==> src/rtl/sensor_filter.sv <==
// Tank-level sensor conditioner: 2-flop synchroniser, debounce, jump rejection.
// Optional jump check / FAULT handling is enabled by `define SENSOR_FILTER_JUMP_CHECK_EN.
module sensor_filter #(
  parameter int unsigned STABLE_CYCLES = 4
) (
  input  logic       clk_2,
  input  logic       reset,
  input  logic [1:0] sensor_raw,
  output logic [1:0] level,
  output logic       valid,
  output logic       changed,
  output logic       fault,
  output logic [3:0] fault_count
);

  localparam int unsigned           CNT_W   = $clog2(STABLE_CYCLES);
  localparam logic [CNT_W-1:0]      CNT_MAX = CNT_W'(STABLE_CYCLES - 1);

  typedef enum logic [1:0] {
    S_WAIT  = 2'd0,
    S_TRACK = 2'd1,
    S_FAULT = 2'd2
  } state_t;

  logic [1:0]       sync1;
  logic [1:0]       sync2;
  logic [1:0]       prime;
  logic             cand_valid;
  logic [1:0]       cand;
  logic [CNT_W-1:0] cnt;
  logic             stable;
  state_t           state;

  // Front end: synchroniser and stability counter.
  // prime marks when sync2 holds a genuine sample; until then the candidate is
  // not loaded, so the first code after reset sees the same latency as any
  // later change.
  // NOTE: all state is updated with non-blocking assignments so every flop
  // samples pre-edge values, exactly like the hardware it describes.
  // NOTE: the asynchronous reset clears every flop here; there is no memory
  // array, so nothing is left uninitialised.
  always_ff @(posedge clk_2 or posedge reset) begin
    if (reset) begin
      sync1      <= 2'b00;
      sync2      <= 2'b00;
      prime      <= 2'b00;
      cand_valid <= 1'b0;
      cand       <= 2'b00;
      cnt        <= '0;
    end else begin
      sync1 <= sensor_raw;
      sync2 <= sync1;
      prime <= {prime[0], 1'b1};
      if (prime[1]) begin
        if (!cand_valid || (sync2 != cand)) begin
          cand       <= sync2;
          cnt        <= '0;
          cand_valid <= 1'b1;
        end else if (cnt != CNT_MAX) begin
          cnt <= cnt + CNT_W'(1);
        end
      end
    end
  end

  assign stable = cand_valid && (sync2 == cand) && (cnt == CNT_MAX);

`ifdef SENSOR_FILTER_JUMP_CHECK_EN
  logic [1:0] dist;
  logic       fault_q;
  logic [3:0] fault_count_q;

  // NOTE: every always_comb output gets a default first, so no path can
  // leave it unassigned and infer a latch.
  always_comb begin
    dist = 2'd0;
    if (cand >= level) dist = cand - level;
    else               dist = level - cand;
  end

  assign fault       = fault_q;
  assign fault_count = fault_count_q;
`else
  assign fault       = 1'b0;
  assign fault_count = 4'd0;
`endif

  // Acceptance FSM; all outputs registered and updated on the same edge.
  always_ff @(posedge clk_2 or posedge reset) begin
    if (reset) begin
      state         <= S_WAIT;
      level         <= 2'b00;
      valid         <= 1'b0;
      changed       <= 1'b0;
`ifdef SENSOR_FILTER_JUMP_CHECK_EN
      fault_q       <= 1'b0;
      fault_count_q <= 4'd0;
`endif
    end else begin
      changed <= 1'b0;
      case (state)
        S_WAIT: begin
          if (stable) begin
            level   <= cand;
            valid   <= 1'b1;
            changed <= (cand != level);
            state   <= S_TRACK;
          end
        end

        S_TRACK: begin
          if (stable && (cand != level)) begin
`ifdef SENSOR_FILTER_JUMP_CHECK_EN
            if (dist == 2'd1) begin
              level   <= cand;
              changed <= 1'b1;
            end else begin
              fault_q <= 1'b1;
              if (fault_count_q != 4'hF) fault_count_q <= fault_count_q + 4'd1;
              state   <= S_FAULT;
            end
`else
            level   <= cand;
            changed <= 1'b1;
`endif
          end
        end

        S_FAULT: begin
`ifdef SENSOR_FILTER_JUMP_CHECK_EN
          // Leave only on a code adjacent to (or equal to) the held level.
          if (stable && (dist <= 2'd1)) begin
            level   <= cand;
            fault_q <= 1'b0;
            changed <= (dist == 2'd1);
            state   <= S_TRACK;
          end
`else
          state <= S_TRACK;
`endif
        end

        default: state <= S_WAIT;
      endcase
    end
  end

endmodule

==> config.mk <==
export PLATFORM = sky130hd
export DESIGN_NAME = sensor_filter
export DESIGN_NICKNAME = d
export VERILOG_FILES = /design/src/rtl/sensor_filter.sv
export SDC_FILE = /design/constraint.sdc
export NUM_CORES = 1
export LEC_CHECK = 0
export CAP_MARGIN = 10
export CORE_AREA = 3 3 41 43
export CTS_BUF_LIST = sky130_fd_sc_hd__clkbuf_2 sky130_fd_sc_hd__clkbuf_4 sky130_fd_sc_hd__clkbuf_8
export DETAILED_ROUTE_END_ITERATION = 12
export DIE_AREA = 0 0 44 46
export GPL_ROUTABILITY_DRIVEN = 0
export PLACE_DENSITY = 0.73
export RECOVER_POWER = 50
export SLEW_MARGIN = 20
export SYNTH_ARGS = -nofsm -noshare
export SYNTH_HDL_FRONTEND = slang
export SYNTH_SLANG_ARGS = --single-unit
==> constraint.sdc <==
create_clock -name clk_2 -period 2.3 [get_ports clk_2]
set_input_delay 0.23 -clock clk_2 [delete_from_list [all_inputs] [get_ports clk_2]]
set_output_delay 0.23 -clock clk_2 [all_outputs]
set_load 0.01 [all_outputs]
==> results of run 1 <==
[synthesized netlist by cell type]
cell type                  number  area [sq um]
sky130_fd_sc_hd__dfrtp_1       16           400
sky130_fd_sc_hd__buf_4          5          37.5
sky130_fd_sc_hd__mux2_2         3          33.8
sky130_fd_sc_hd__conb_1         2          7.51
sky130_fd_sc_hd__inv_1          2          7.51
sky130_fd_sc_hd__mux2_4         2          30.0
sky130_fd_sc_hd__or2_2          2          12.5
sky130_fd_sc_hd__xnor2_1        2          17.5
sky130_fd_sc_hd__xor2_2         2          32.5
sky130_fd_sc_hd__a21boi_0       1          7.51
sky130_fd_sc_hd__a21o_1         1          7.51
sky130_fd_sc_hd__a22o_2         1          10.0
sky130_fd_sc_hd__ha_1           1          12.5
sky130_fd_sc_hd__nand2_1        1          3.75
sky130_fd_sc_hd__nand3b_1       1          7.51
sky130_fd_sc_hd__nor3_1         1          5.00
sky130_fd_sc_hd__nor3_4         1          16.3
sky130_fd_sc_hd__o31ai_1        1          7.51
[flip-flops by register name, indices dropped and copies added (netlist names)]
name	count
cand_valid	1
valid	1
state	1
level	2
cnt	2
prime	2
sync2	2
cand	2
changed	1
sync1	2
[kinds of logic after synthesis]
kind of cell | count (synthesis) | share of synthesized area
DFF | 16 | 0.610
buffers and inverters | 7 | 0.0686
and+or+nand+nor | 6 | 0.0686
muxes | 5 | 0.0971
AOI/OAI and AO/OA | 4 | 0.0495
xor gates and xnor gates | 4 | 0.0762
other | 2 | 0.0114
adders and majority gates | 1 | 0.0190
[area by class of cell]
cell class,instances,area (sq um)
flip-flops and latches,16,400
fillers,117,588
inverters,2,7.51
multi-input cells,26,226
repair buffers,7,70.1
clock buffers,3,22.5
well taps,15,18.8
[power by group through the flow]
| stage | registers, mW | logic [mW] | clock network [mW] |
|---|---|---|---|
| 6_report | 0.339 | 0.103 | 0.141 |
| 5_1_grt | 0.345 | 0.115 | 0.154 |
| 4_1_cts | 0.340 | 0.107 | 0.147 |
| 3_5_place_dp | 0.345 | 0.106 | 0 |
| 3_3_place_gp | 0.343 | 0.105 | 0 |
| 2_1_floorplan | 0.345 | 0.0663 | 0 |
[how the worst max path moves through the flow]
| stage | startpoint | to | slack, ns |
|---|---|---|---|
| 6_report | level[1] | level[1] | 0.84 |
| 5_1_grt | level[0] | level[0] | 0.79 |
| 4_1_cts | level[1] | level[1] | 0.82 |
| 3_5_place_dp | cand[0] | level[0] | 0.89 |
| 3_3_place_gp | cand[0] | level[1] | 0.94 |
| 2_1_floorplan | cand[0] | level[0] | 0.98 |
[metal layers]
metal / up-vias / global-route usage
met5: - / 0
met4: 0 / 0.0542
met3: 0 / 0.0237
met2: 10 / 0.163
met1: 172 / 0.141
li1: 152 / -
[through the flow]
stage,instances,setup slack [ns]
3_5_place_dp,66,0.889
3_3_place_gp,66,0.941
5_1_grt,69,0.793
6_report,69,0.835
2_1_floorplan,49,0.976
4_1_cts,69,0.816
==> impl_table.tex, run 1 <==
\begin{tabular}{lr}
\hline
Metric & Value \\
\hline
\multicolumn{2}{l}{\textbf{Synthesis}} \\
\quad Number of storage elements in the synthesis netlist & 16 \\
\quad Total standard cell area after synthesis & 657 sq um \\
\quad Share of the yosys chip area belonging to registers & 0.610 \\
\quad Synthesized area per cell & 14.6 sq um \\
\quad Post-synthesis cell count & 45 \\
\quad Synth cell types & 18 \\
\quad Number of warning messages in the yosys log & 0 \\
\multicolumn{2}{l}{\textbf{Drt}} \\
\quad Met3 routed WL & 45 microns \\
\quad Post-Route WL & 866 microns \\
\quad Via count & 334 \\
\quad Total iterations of the first detailed-routing run & 2 \\
\quad Met2 wire len & 414 microns \\
\quad Highest metal layer with signal wires & met3 \\
\quad DRT met1 WL & 406 microns \\
\quad Antenna Nets Post-Route & 0 \\
\quad Number of violations reported at the end of detailed-routing iteration 0 & 2 \\
\quad Vias per cell & 4.84 \\
\quad Remaining routing DRC violations & 0 \\
\quad Routed length per instance & 12.6 microns \\
\multicolumn{2}{l}{\textbf{Setup path}} \\
\quad Endpoint type of the worst setup path & output port \\
\quad Cells along the critical path & clkdlybuf4s50\_1 \\
\quad Critical path depth in cells & 1 \\
\quad Biggest fanout along the worst timing path & 3 \\
\quad Worst Path Required & 2.07 ns \\
\quad Kind of launch point of the worst setup path & flip-flop \\
\quad Type of the worst setup path & flip-flop to output port \\
\quad Buffer and inverter count on the worst path & 1 \\
\quad Worst reg-to-reg setup slack & 0.89 ns \\
\quad Data arrival time of the critical path & 1.23 ns \\
\quad Cell family with the largest share of critical-path delay & buffers and inverters \\
\quad Max incr delay on CP & 0.55 ns \\
\quad RR Endpoint & level[0] \\
\quad Standard cell with the maximum stage delay on the critical path & sky130\_fd\_sc\_hd\_\_clkdlybuf4s50\_1 \\
\quad R2r worst-path depth & 3 \\
\quad Origin of the critical flop-to-flop path & cand[0] \\
\multicolumn{2}{l}{\textbf{Placement}} \\
\quad Count of input and output buffers & 7 \\
\quad Cell area after placement & 723 sq um \\
\multicolumn{2}{l}{\textbf{Floorplan}} \\
\quad Number of placed I/O pins & 13 \\
\quad Cell Rows & 13 \\
\quad Die area & 2020 sq um \\
\quad Effective utilization at floorplan & 0.492 \\
\quad Chip height & 46 microns \\
\quad Placeable core region & 1330 sq um \\
\quad Die Wd & 44 microns \\
\multicolumn{2}{l}{\textbf{GRT}} \\
\quad Wire length of the first global-routing pass & 1520 microns \\
\quad Pin count of the biggest net entering global routing & 17 \\
\quad Via count of the first global-routing pass & 362 \\
\quad Total global-route track usage & 0.106 \\
\quad Congestion Overflow GR & 0 \\
\quad Number of antenna violations at the first check in global routing & 0 \\
\multicolumn{2}{l}{\textbf{Final layout}} \\
\quad Number of nets at the end of the flow & 61 \\
\quad Commonest non-fill, non-tap cells in the layout & sky130\_fd\_sc\_hd\_\_dfrtp\_1, sky130\_fd\_sc\_hd\_\_conb\_1, sky130\_fd\_sc\_hd\_\_clkdlybuf4s50\_1 \\
\quad Antenna diode count & 0 \\
\quad Post-Route Utilization & 0.559 \\
\quad Fraction of final layout cells sized beyond drive strength 1 & 0.259 \\
\quad P\&R area growth vs syn & 13.5\% \\
\quad Leading cell type in the layout, fill and taps excluded & sky130\_fd\_sc\_hd\_\_dfrtp\_1 \\
\quad Final std cell area, no fill & 746 sq um \\
\multicolumn{2}{l}{\textbf{Worst hold path}} \\
\quad Path category of the worst min-delay check & flip-flop to flip-flop \\
\quad Destination of the worst hold path & sync2[0] \\
\quad Worst hold path depth & 0 \\
\quad Startpoint of the worst hold path & sync1[0] \\
\multicolumn{2}{l}{\textbf{Clocking}} \\
\quad Clk sink count & 16 \\
\quad Post-CTS Setup Bufs & 0 \\
\quad H-Tree Depth & 1 \\
\quad Post-CTS resize count & 0 \\
\quad Clock latency of the later-clocked register in the worst-skew pair & 0.27 ns \\
\quad Reg clk slew, reported paths & 0.09 ns \\
\quad CTS Hold Buffers Added & 0 \\
\quad Number of buffers on the longest clock path & 2 \\
\quad Buffer cell driving the clock tree root & sky130\_fd\_sc\_hd\_\_clkbuf\_4 \\
\quad Total clock buffers created by CTS & 3 \\
\quad Clock tree from TritonCTS & done \\
\multicolumn{2}{l}{\textbf{Power}} \\
\quad Total Power & 0.583 mW \\
\quad Switching share of power & 0.254 \\
\quad Seq pwr share & 0.581 \\
\quad Combinational fraction of design power & 0.177 \\
\quad NetSw & 0.148 mW \\
\quad Part of the power in the clock network & 0.242 \\
\quad Internal power & 0.435 mW \\
\quad Worst vdd ir & 0.000400 V \\
\quad Leakage power summed over all cells & 0.348 nW \\
\quad Power density relative to cell area & 782 nW/um\^{}2 \\
\multicolumn{2}{l}{\textbf{Status}} \\
\quad Result of the run & complete, no violations \\
\multicolumn{2}{l}{\textbf{Timing}} \\
\quad Shortest clock period the worst path allows after layout & 1.46 ns \\
\quad Transition at the pin with the smallest max-transition slack & 0.577 ns \\
\quad Final hold viol count & 0 \\
\quad Summed negative setup slack over all endpoints & 0 ns \\
\quad Final setup violation count & 0 \\
\quad Final worst hold slack & 0.354 ns \\
\quad Max Slew Vio Count & 0 \\
\quad Post-Route Skew & 0.000475 ns \\
\quad Share of the clock period used by the worst path after layout & 0.637 \\
\quad Achievable frequency & 683 MHz \\
\quad Headroom to the max-slew limit & 0.615 \\
\quad Setup repair after global routing missed its margin & no \\
\multicolumn{2}{l}{\textbf{Job}} \\
\quad Maximum Capacitance Violations & 0 \\
\hline
\end{tabular}
Note: power is estimated with default switching activity, not from simulation.
==> inputs of run 2 (changes only) <==
--- a/config.mk
+++ b/config.mk
@@ -6,10 +6,10 @@
 export NUM_CORES = 1
 export LEC_CHECK = 0
 export CAP_MARGIN = 10
-export CORE_AREA = 3 3 41 43
+export CORE_AREA = 3 3 42 44
 export CTS_BUF_LIST = sky130_fd_sc_hd__clkbuf_2 sky130_fd_sc_hd__clkbuf_4 sky130_fd_sc_hd__clkbuf_8
 export DETAILED_ROUTE_END_ITERATION = 12
-export DIE_AREA = 0 0 44 46
+export DIE_AREA = 0 0 45 47
 export GPL_ROUTABILITY_DRIVEN = 0
 export PLACE_DENSITY = 0.73
 export RECOVER_POWER = 50
==> constraint.sdc (replaced) <==
create_clock -name clk_2 -period 1.3 [get_ports clk_2]
set_input_delay 0.13 -clock clk_2 [delete_from_list [all_inputs] [get_ports clk_2]]
set_output_delay 0.13 -clock clk_2 [all_outputs]
set_load 0.01 [all_outputs]
==> impl_table.tex, run 2 (synthesis results as in run 1) <==
\begin{tabular}{lr}
\hline
Metric & Value \\
\hline
\multicolumn{2}{l}{\textbf{Timing}} \\
\quad Summed negative setup slack over all endpoints & -0.0341 ns (-0.0341 ns) \\
\quad Final hold viol count & 0 (unchanged) \\
\quad Transition at the pin with the smallest max-transition slack & 0.804 ns (+0.227 ns) \\
\quad Final setup violation count & 2 (+2) \\
\quad Shortest clock period the worst path allows after layout & 1.32 ns \\
\quad Share of the clock period used by the worst path after layout & 1.02 \\
\quad Max Slew Vio Count & 0 (unchanged) \\
\quad Achievable frequency & 757 MHz \\
\quad Worst-case setup margin in the final layout & -0.0205 ns (-0.856 ns) \\
\quad Post-Route Skew & 0.00202 ns (+0.00155 ns) \\
\quad Headroom to the max-slew limit & 0.464 (-0.151) \\
\quad Setup repair after global routing missed its margin & yes \\
\multicolumn{2}{l}{\textbf{Power}} \\
\quad Switching share of power & 0.258 (+0.00317) \\
\quad Leakage power summed over all cells & 0.419 nW (+21\%) \\
\quad Part of the power in the clock network & 0.228 (-0.014) \\
\quad Worst vdd ir & 0.000771 V (+93\%) \\
\quad Internal power & 0.796 mW (+83\%) \\
\quad NetSw & 0.276 mW (+86\%) \\
\quad Seq pwr share & 0.558 (-0.023) \\
\quad Power density relative to cell area & 1270 nW/um\^{}2 (+62\%) \\
\quad Combinational fraction of design power & 0.214 (+0.037) \\
\multicolumn{2}{l}{\textbf{Setup path}} \\
\quad Type of the worst setup path & flip-flop to flip-flop \\
\quad Buffer and inverter count on the worst path & 0 (-1) \\
\quad Worst Path Required & 1.47 ns (-0.60 ns) \\
\quad Standard cell with the maximum stage delay on the critical path & sky130\_fd\_sc\_hd\_\_dfrtp\_1 \\
\quad Max incr delay on CP & 0.41 ns (-0.14 ns) \\
\quad Kind of launch point of the worst setup path & flip-flop \\
\quad Worst reg-to-reg setup slack & -0.02 ns (-0.91 ns) \\
\quad Biggest fanout along the worst timing path & 4 (+1) \\
\quad Endpoint type of the worst setup path & flip-flop \\
\quad Cell family with the largest share of critical-path delay & flip-flops \\
\quad Data arrival time of the critical path & 1.49 ns (+0.26 ns) \\
\quad Cells along the critical path & xor2\_2, nor3\_4, mux2\_4 \\
\multicolumn{2}{l}{\textbf{Drt}} \\
\quad Antenna Nets Post-Route & 0 (unchanged) \\
\quad Routed length per instance & 11.7 microns (-7.0\%) \\
\quad Total iterations of the first detailed-routing run & 3 (+1) \\
\quad Post-Route WL & 910 microns (+5.1\%) \\
\quad Number of violations reported at the end of detailed-routing iteration 0 & 2 (unchanged) \\
\quad Via count & 352 (+5.4\%) \\
\quad Vias per cell & 4.51 (-6.8\%) \\
\quad Remaining routing DRC violations & 0 (unchanged) \\
\multicolumn{2}{l}{\textbf{Clocking}} \\
\quad Number of buffers on the longest clock path & 2 (unchanged) \\
\quad H-Tree Depth & 1 (unchanged) \\
\quad Clock tree from TritonCTS & done \\
\quad Reg clk slew, reported paths & 0.08 ns (about the same) \\
\quad Clk sink count & 16 (unchanged) \\
\quad Clock latency of the later-clocked register in the worst-skew pair & 0.28 ns (about the same) \\
\quad CTS Hold Buffers Added & 0 (unchanged) \\
\quad Total clock buffers created by CTS & 3 (unchanged) \\
\quad Buffer cell driving the clock tree root & sky130\_fd\_sc\_hd\_\_clkbuf\_4 \\
\multicolumn{2}{l}{\textbf{Placement}} \\
\quad Post-Place Cells & 72 (+9.1\%) \\
\quad Count of input and output buffers & 7 (unchanged) \\
\quad Cell area after placement & 762 sq um (+5.4\%) \\
\multicolumn{2}{l}{\textbf{GRT}} \\
\quad Pin count of the biggest net entering global routing & 17 (unchanged) \\
\quad Total global-route track usage & 0.0900 (-0.0162) \\
\quad Number of antenna violations at the first check in global routing & 0 (unchanged) \\
\quad Congestion Overflow GR & 0 (unchanged) \\
\quad Via count of the first global-routing pass & 316 (-13\%) \\
\quad Wire length of the first global-routing pass & 1200 microns (-21\%) \\
\multicolumn{2}{l}{\textbf{Final layout}} \\
\quad Number of nets at the end of the flow & 69 (+13\%) \\
\quad FF+latch area & 400 sq um (unchanged) \\
\quad Antenna diode count & 0 (unchanged) \\
\quad Leading cell type in the layout, fill and taps excluded & sky130\_fd\_sc\_hd\_\_dfrtp\_1 \\
\quad P\&R area growth vs syn & 29.0\% \\
\quad Final std cell area, no fill & 847 sq um (+14\%) \\
\quad Number of non-filler instances in the completed layout & 78 (+13\%) \\
\quad Fraction of final layout cells sized beyond drive strength 1 & 0.403 (+0.144) \\
\quad Area taken by multi-input logic gates & 272 sq um (+20\%) \\
\quad Number of filler instances in the final layout & 126 (+7.7\%) \\
\quad Commonest non-fill, non-tap cells in the layout & sky130\_fd\_sc\_hd\_\_dfrtp\_1, sky130\_fd\_sc\_hd\_\_buf\_4, sky130\_fd\_sc\_hd\_\_conb\_1 \\
\multicolumn{2}{l}{\textbf{Floorplan}} \\
\quad Placeable core region & 1470 sq um (+10\%) \\
\quad Number of placed I/O pins & 13 (unchanged) \\
\quad Chip height & 47 microns (+2.2\%) \\
\quad Effective utilization at floorplan & 0.446 (-0.0461) \\
\quad Cell Rows & 14 (+1) \\
\quad Die area & 2120 sq um (+4.5\%) \\
\quad Die Wd & 45 microns (+2.3\%) \\
\multicolumn{2}{l}{\textbf{Job}} \\
\quad Maximum Capacitance Violations & 0 (unchanged) \\
\multicolumn{2}{l}{\textbf{Status}} \\
\quad Result of the run & finished with violations \\
\quad Violated checks & setup timing \\
\multicolumn{2}{l}{\textbf{Worst hold path}} \\
\quad Path category of the worst min-delay check & flip-flop to flip-flop \\
\hline
\end{tabular}
-- run 2: worst reg2reg max path: stages (launching register included) --
cell                      delay (ns)
sky130_fd_sc_hd__dfrtp_1        0.41
sky130_fd_sc_hd__xor2_2         0.20
sky130_fd_sc_hd__nor3_4         0.27
sky130_fd_sc_hd__mux2_4         0.32
-- run 2: final cells by class --
type | instances | area share
Clock buffer | 3 | 0.0266
Inverter | 2 | 0.00886
Multi-Input combinational cell | 26 | 0.321
Sequential cell | 16 | 0.473
Tap cell | 16 | 0.0236
Timing Repair Buffer | 15 | 0.148
-- run 2: routing by layer --
metal / vias to the layer above / global-route usage / share of wire
met5: - / 0 / 0
met1: 174 / 0.101 / 0.42
met3: 2 / 0.0345 / 0.038
li1: 169 / - / -
met4: 0 / 0.105 / 0.015
met2: 7 / 0.121 / 0.52
-- run 2: per-stage QoR --
step | util | setup slack, ns | hold WS, ns | total power [mW]
global route | 0.576 | -0.0797 | 0.362 | 1.13
global placement | 0.518 | -0.0350 | 0.333 | 0.813
floorplan | - | 0.0247 | 0.0437 | 0.728
detailed placement | 0.518 | -0.0514 | 0.340 | 0.818
CTS | 0.543 | -0.0322 | 0.138 | 1.06
finish | 0.576 | -0.0205 | 0.355 | 1.07
-- run 2: repair_timing --
action                     4_1_cts  5_1_grt
buffers inserted                 2        1
resized for setup                4        9
setup endpoints to repair        7        6
pin swaps                        3        7
cloned                           0        0
-- run 2: worst paths after layout --
check / from / end / cells past startpoint
max in group asynchronous: reset / changed / 3
max reg2reg: sync2[1] / level[1] / 3
min: sync1[1] / sync2[1] / 0
min in group asynchronous: reset / sync1[0] / 3
max: sync2[1] / level[1] / 3
min reg2reg: sync1[1] / sync2[1] / 0
-- run 2: power by group through the flow --
| stage | registers [mW] | logic (mW) | clock network (mW) |
|---|---|---|---|
| CTS | 0.592 | 0.207 | 0.261 |
| detailed placement | 0.603 | 0.214 | 0 |
| floorplan | 0.611 | 0.117 | 0 |
| global placement | 0.601 | 0.213 | 0 |
| global route | 0.605 | 0.250 | 0.280 |
| finish | 0.598 | 0.229 | 0.245 |
==> variant 1: new RTL, flow settings as in run 2 <==
Set the parameter `STABLE_CYCLES` to 8 (it was 4).
--- a/src/rtl/sensor_filter.sv
+++ b/src/rtl/sensor_filter.sv
@@ -2,5 +2,5 @@
 // Optional jump check / FAULT handling is enabled by `define SENSOR_FILTER_JUMP_CHECK_EN.
 module sensor_filter #(
-  parameter int unsigned STABLE_CYCLES = 4
+  parameter int unsigned STABLE_CYCLES = 8
 ) (
   input  logic       clk_2,
Check against the original RTL: not equivalent (Yosys sat finds a counterexample within 10 cycles, from zero or initial values and one cycle with reset high).
==> variant 1 against run 2 <==
The run still ends with setup timing left. Final area rose by 3.7%. Sequential cell count rose by 1. Non-clock buffer count rose by 1. Wire length fell by 3.1%. Area after synthesis rose by 3.4%. Combinational power fell by 48%. First-iteration DRC count rose by 50%. Synthesized cell count rose by 4.4%. Sequential share of layout area rose by 1.2 points. Clock skew rose by 0.0076 ns. Power fell by 11%. Via count rose by 5.7%. Worst setup slack got worse by 0.17 ns.
==> variant 1: results (changes against run 2) <==
status: "finished, violations left"
violations: "setup timing"
worstSetupStartpoint: "cnt[1]"
nFillCells: 129  # +2.4%
dp.final_hpwl_um: 685
drive_above_1_share: 0.364  # -0.0396
grtUsageTotal: 0.0970  # +0.00698
syn_area_per_cell_um2: 14.5  # -0.97%
dpl-instance-area_um2: 813  # +6.7%
finalSetupViolCount: 8  # +6
wl_um: 882  # -3.1%
finalNetCount: 73  # +5.8%
path_clk_slew_ns: 0.10  # +0.02 ns
hp-start: "sync1[0]"
ff2ff_path_depth: 5  # +2
post-place-cells: 77  # +6.9%
rr_endpoint: "level[0]"
post-route-worst-setup-slack_ns: -0.188  # -0.168 ns
hold_ws_ns: 0.356  # +0.000761 ns
post-place-ws_ns: -0.204  # -0.153 ns
layout.cells.non_filler: 82  # +5.1%
grt_max_degree: 18  # +1
p_clk_w: 0.000264  # +8%
cp.arrival_ns: 1.66  # +0.17 ns
dr.first_iter.drc_count: 3  # +1
ys_seq_area_frac: 0.626  # +0.0166
finalClockSkew_ns: 0.00967  # +0.00765 ns
intPower_w: 0.000731  # -8.1%
p_leak_nw: 0.464  # +11%
netlist_top_cells_count: "dfrtp_1 (17), buf_4 (5), mux2_2 (3)"
cts_max_level: 1  # unchanged
synthTopCellsByArea: "dfrtp_1 (63%), buf_4 (5.5%), mux2_2 (5.0%), mux2_4 (4.4%), ha_1 (3.7%)"
worstPathMaxFanout: 3  # -1
synth_cell_types: 19  # +1
tightest_slew_ns: 0.852  # +0.0485 ns
grt_pass1_wl_um: 1460  # +21%
firstDrtPassIters: 2  # -1
combPwrFrac: 0.125  # -0.089
min_to: "sync2[0]"
## variant 1: area by class of cell
cell class	instances	area [um^2]	area share
clock buffers	3	22.5	0.0256
clock inverters	1	5.00	0.00570
inverters	1	3.75	0.00427
multi-input cells	28	264	0.301
flip-flops and latches	17	425	0.484
well taps	16	20.0	0.0228
repair buffers	16	138	0.157
## variant 1: cells by family (layout without fill, tap and decap cells)
group | after synthesis | after routing | synth area share
AOI/OAI and AO/OA | 5 | 5 | 0.0553
xor gates and xnor gates | 4 | 4 | 0.0516
DFF | 17 | 17 | 0.626
other | 2 | 6 | 0.0111
muxes | 5 | 5 | 0.0939
and+or+nand+nor | 6 | 6 | 0.0645
buffers and inverters | 6 | 21 | 0.0608
adders and majority gates | 2 | 2 | 0.0368
## variant 1: worst max path at each step
stage / slack, ns / end
floorplan: -0.15 / level[0]
global placement: -0.17 / cnt[0]
detailed placement: -0.20 / cnt[0]
CTS: -0.20 / level[0]
global route: -0.25 / level[0]
finish: -0.19 / level[0]
## variant 1: metrics by stage
stage	total power, W	TNS [ns]
6_report	0.000951	-1.06
3_5_place_dp	0.000692	-1.32
5_1_grt	0.00100	-1.59
2_1_floorplan	0.000646	-0.521
4_1_cts	0.000969	-1.19
3_3_place_gp	0.000687	-1.02
## variant 1: metal layers
metal,GRT usage,share of wire,routed length [um]
met1,0.114,0.44,390
met2,0.164,0.49,431
met3,0.0230,0.054,48
met4,0.0526,0.012,11
met5,0,0,0
## variant 1: timing repair
item                                    CTS  global route
endpoints found under the setup margin   10            10
gates resized for setup                   7             2
hold buffers                              0             0
pin swaps                                 0             2
setup buffers                             1             0
## variant 1: critical path, stage by stage, from the launching register on
cell and delay (ns):
dfrtp_1 0.37, ha_2 0.19, ha_4 0.13, nand2_2 0.05, or3_4 0.35, mux2_4 0.30
==> variant 2: new RTL, settings of run 2 <==
Without the edit above. Re-encode `state_t` (3 states) as one-hot, 3 bits wide.
--- a/src/rtl/sensor_filter.sv
+++ b/src/rtl/sensor_filter.sv
@@ -17,8 +17,8 @@
   localparam logic [CNT_W-1:0]      CNT_MAX = CNT_W'(STABLE_CYCLES - 1);
 
-  typedef enum logic [1:0] {
-    S_WAIT  = 2'd0,
-    S_TRACK = 2'd1,
-    S_FAULT = 2'd2
+  typedef enum logic [2:0] {
+    S_WAIT  = 3'b001,
+    S_TRACK = 3'b010,
+    S_FAULT = 3'b100
   } state_t;
 
Formal check against the unedited RTL: same outputs for any inputs over 10 cycles, from zero or initial values and one cycle with reset high; not proved beyond that.
==> variant 2 against run 2 <==
The flow still finishes with violations (setup timing). Sequential cell count up 1. Area after synthesis up 14%. Clock skew up 0.0046 ns. Wire length up 37%. Final area up 20%. Synthesized cell count up 24%. Worst setup slack worse by 0.10 ns. First-iteration DRC count down 100%. Maximum frequency down 7.3%. Core utilization up 11 points. Largest cell class unchanged.
Power is not compared: it rests on default switching activity, and its combinational part moved more than twofold at a synthesized area within 25%.
==> variant 2: results (changes against run 2) <==
via_count: 471  # +34%
firstDrtPassIters: 1  # -2
grtUsageTotal: 0.134  # +0.0443
cts_hold_buf: 0  # unchanged
dr_wl_met3_um: 39  # +11%
dr.first_iter.drc_count: 0  # -2
synth_fa_ha_area_frac: 0.0499  # +0.0309
synthMuxAreaShare: 0.0699  # -0.0273
critPathTopFamily: "flip-flops"
drive_above_1_share: 0.436  # +0.0327
ctsResizeCount: 5  # +1
synth-compound-area-share: 0.0616  # +0.0120
wl_met1_um: 442  # +15%
yosys.area_share.xor_xnor: 0.0666  # -0.00963
ys_seq_area_frac: 0.567  # -0.0421
grt_pass1_vias: 492  # +56%
cts_setup_buffers: 2  # unchanged
dr_wl_met2_um: 739  # +56%
worstSetupStartpoint: "sync2[0]"
crit_path_max_incr_delay_ns: 0.42
globalRouteMet3Util: 0.0230  # -0.0115
nFillCells: 111  # -12%
status: "finished, violations left"
cts_root_buffer: "clkbuf_4"
violations: "setup timing"
finalSetupTns_ns: -0.261  # -0.227 ns
synth_cell_types: 24  # +6
finalNetCount: 86  # +25%
synthTopCellsByArea: "dfrtp_1 (53%), buf_4 (5.0%), ha_1 (5.0%), xor2_2 (4.3%), mux2_4 (4.0%)"
path_clk_slew_ns: 0.10  # +0.02 ns
finalSetupViolCount: 3  # +1
grt_max_degree: 10  # -7
worstPathMaxFanout: 3  # -1
use_met2: 0.257  # +0.136
dpl-instance-area_um2: 902  # +18%
holdCritPathClass: "in -> async"
post-route-worst-setup-slack_ns: -0.124  # -0.104 ns
finalClockSkew_ns: 0.00662  # +0.00460 ns
netlist_top_cells_count: "dfrtp_1 (16), buf_4 (5), inv_1 (4), ha_1 (3)"
grt_pass1_wl_um: 1960  # +63%
wl_per_cell_um: 13.3  # +14%
cp.arrival_ns: 1.60  # +0.11 ns
met1_usage: 0.139  # +0.0383
==> variant 2: cell types whose count changed after synthesis, sizes merged, moves of 2 or more <==
cell,change
ha,+2
inv,+2
nor4,+2
o22a,+2
==> variant 2: layout make-up <==
type	count	area (um^2)	area share
clock buffers	4	30.0	0.0296
inverters	4	15.0	0.0148
multi-input cells	34	362	0.356
flip-flops and latches	17	427	0.420
well taps	16	20.0	0.0197
repair buffers	19	163	0.160
==> variant 2: stage by stage <==
step                utilization  cells
floorplan                     -     60
global placement          0.613     88
detailed placement        0.613     88
CTS                       0.659     94
global route              0.690     94
finish                    0.690     94
==> variant 2: worst min path at each step <==
stage | from | end | slack (ns) | cells after the start
after floorplan | reset | cand[0] | 0.06 | 1
after global placement | sync1[1] | sync2[1] | 0.33 | 0
after detailed placement | prime[0] | prime[1] | 0.35 | 0
after CTS | reset | level[0] | 0.11 | 2
after global routing | reset | cnt[0] | 0.25 | 2
final | reset | changed | 0.23 | 2
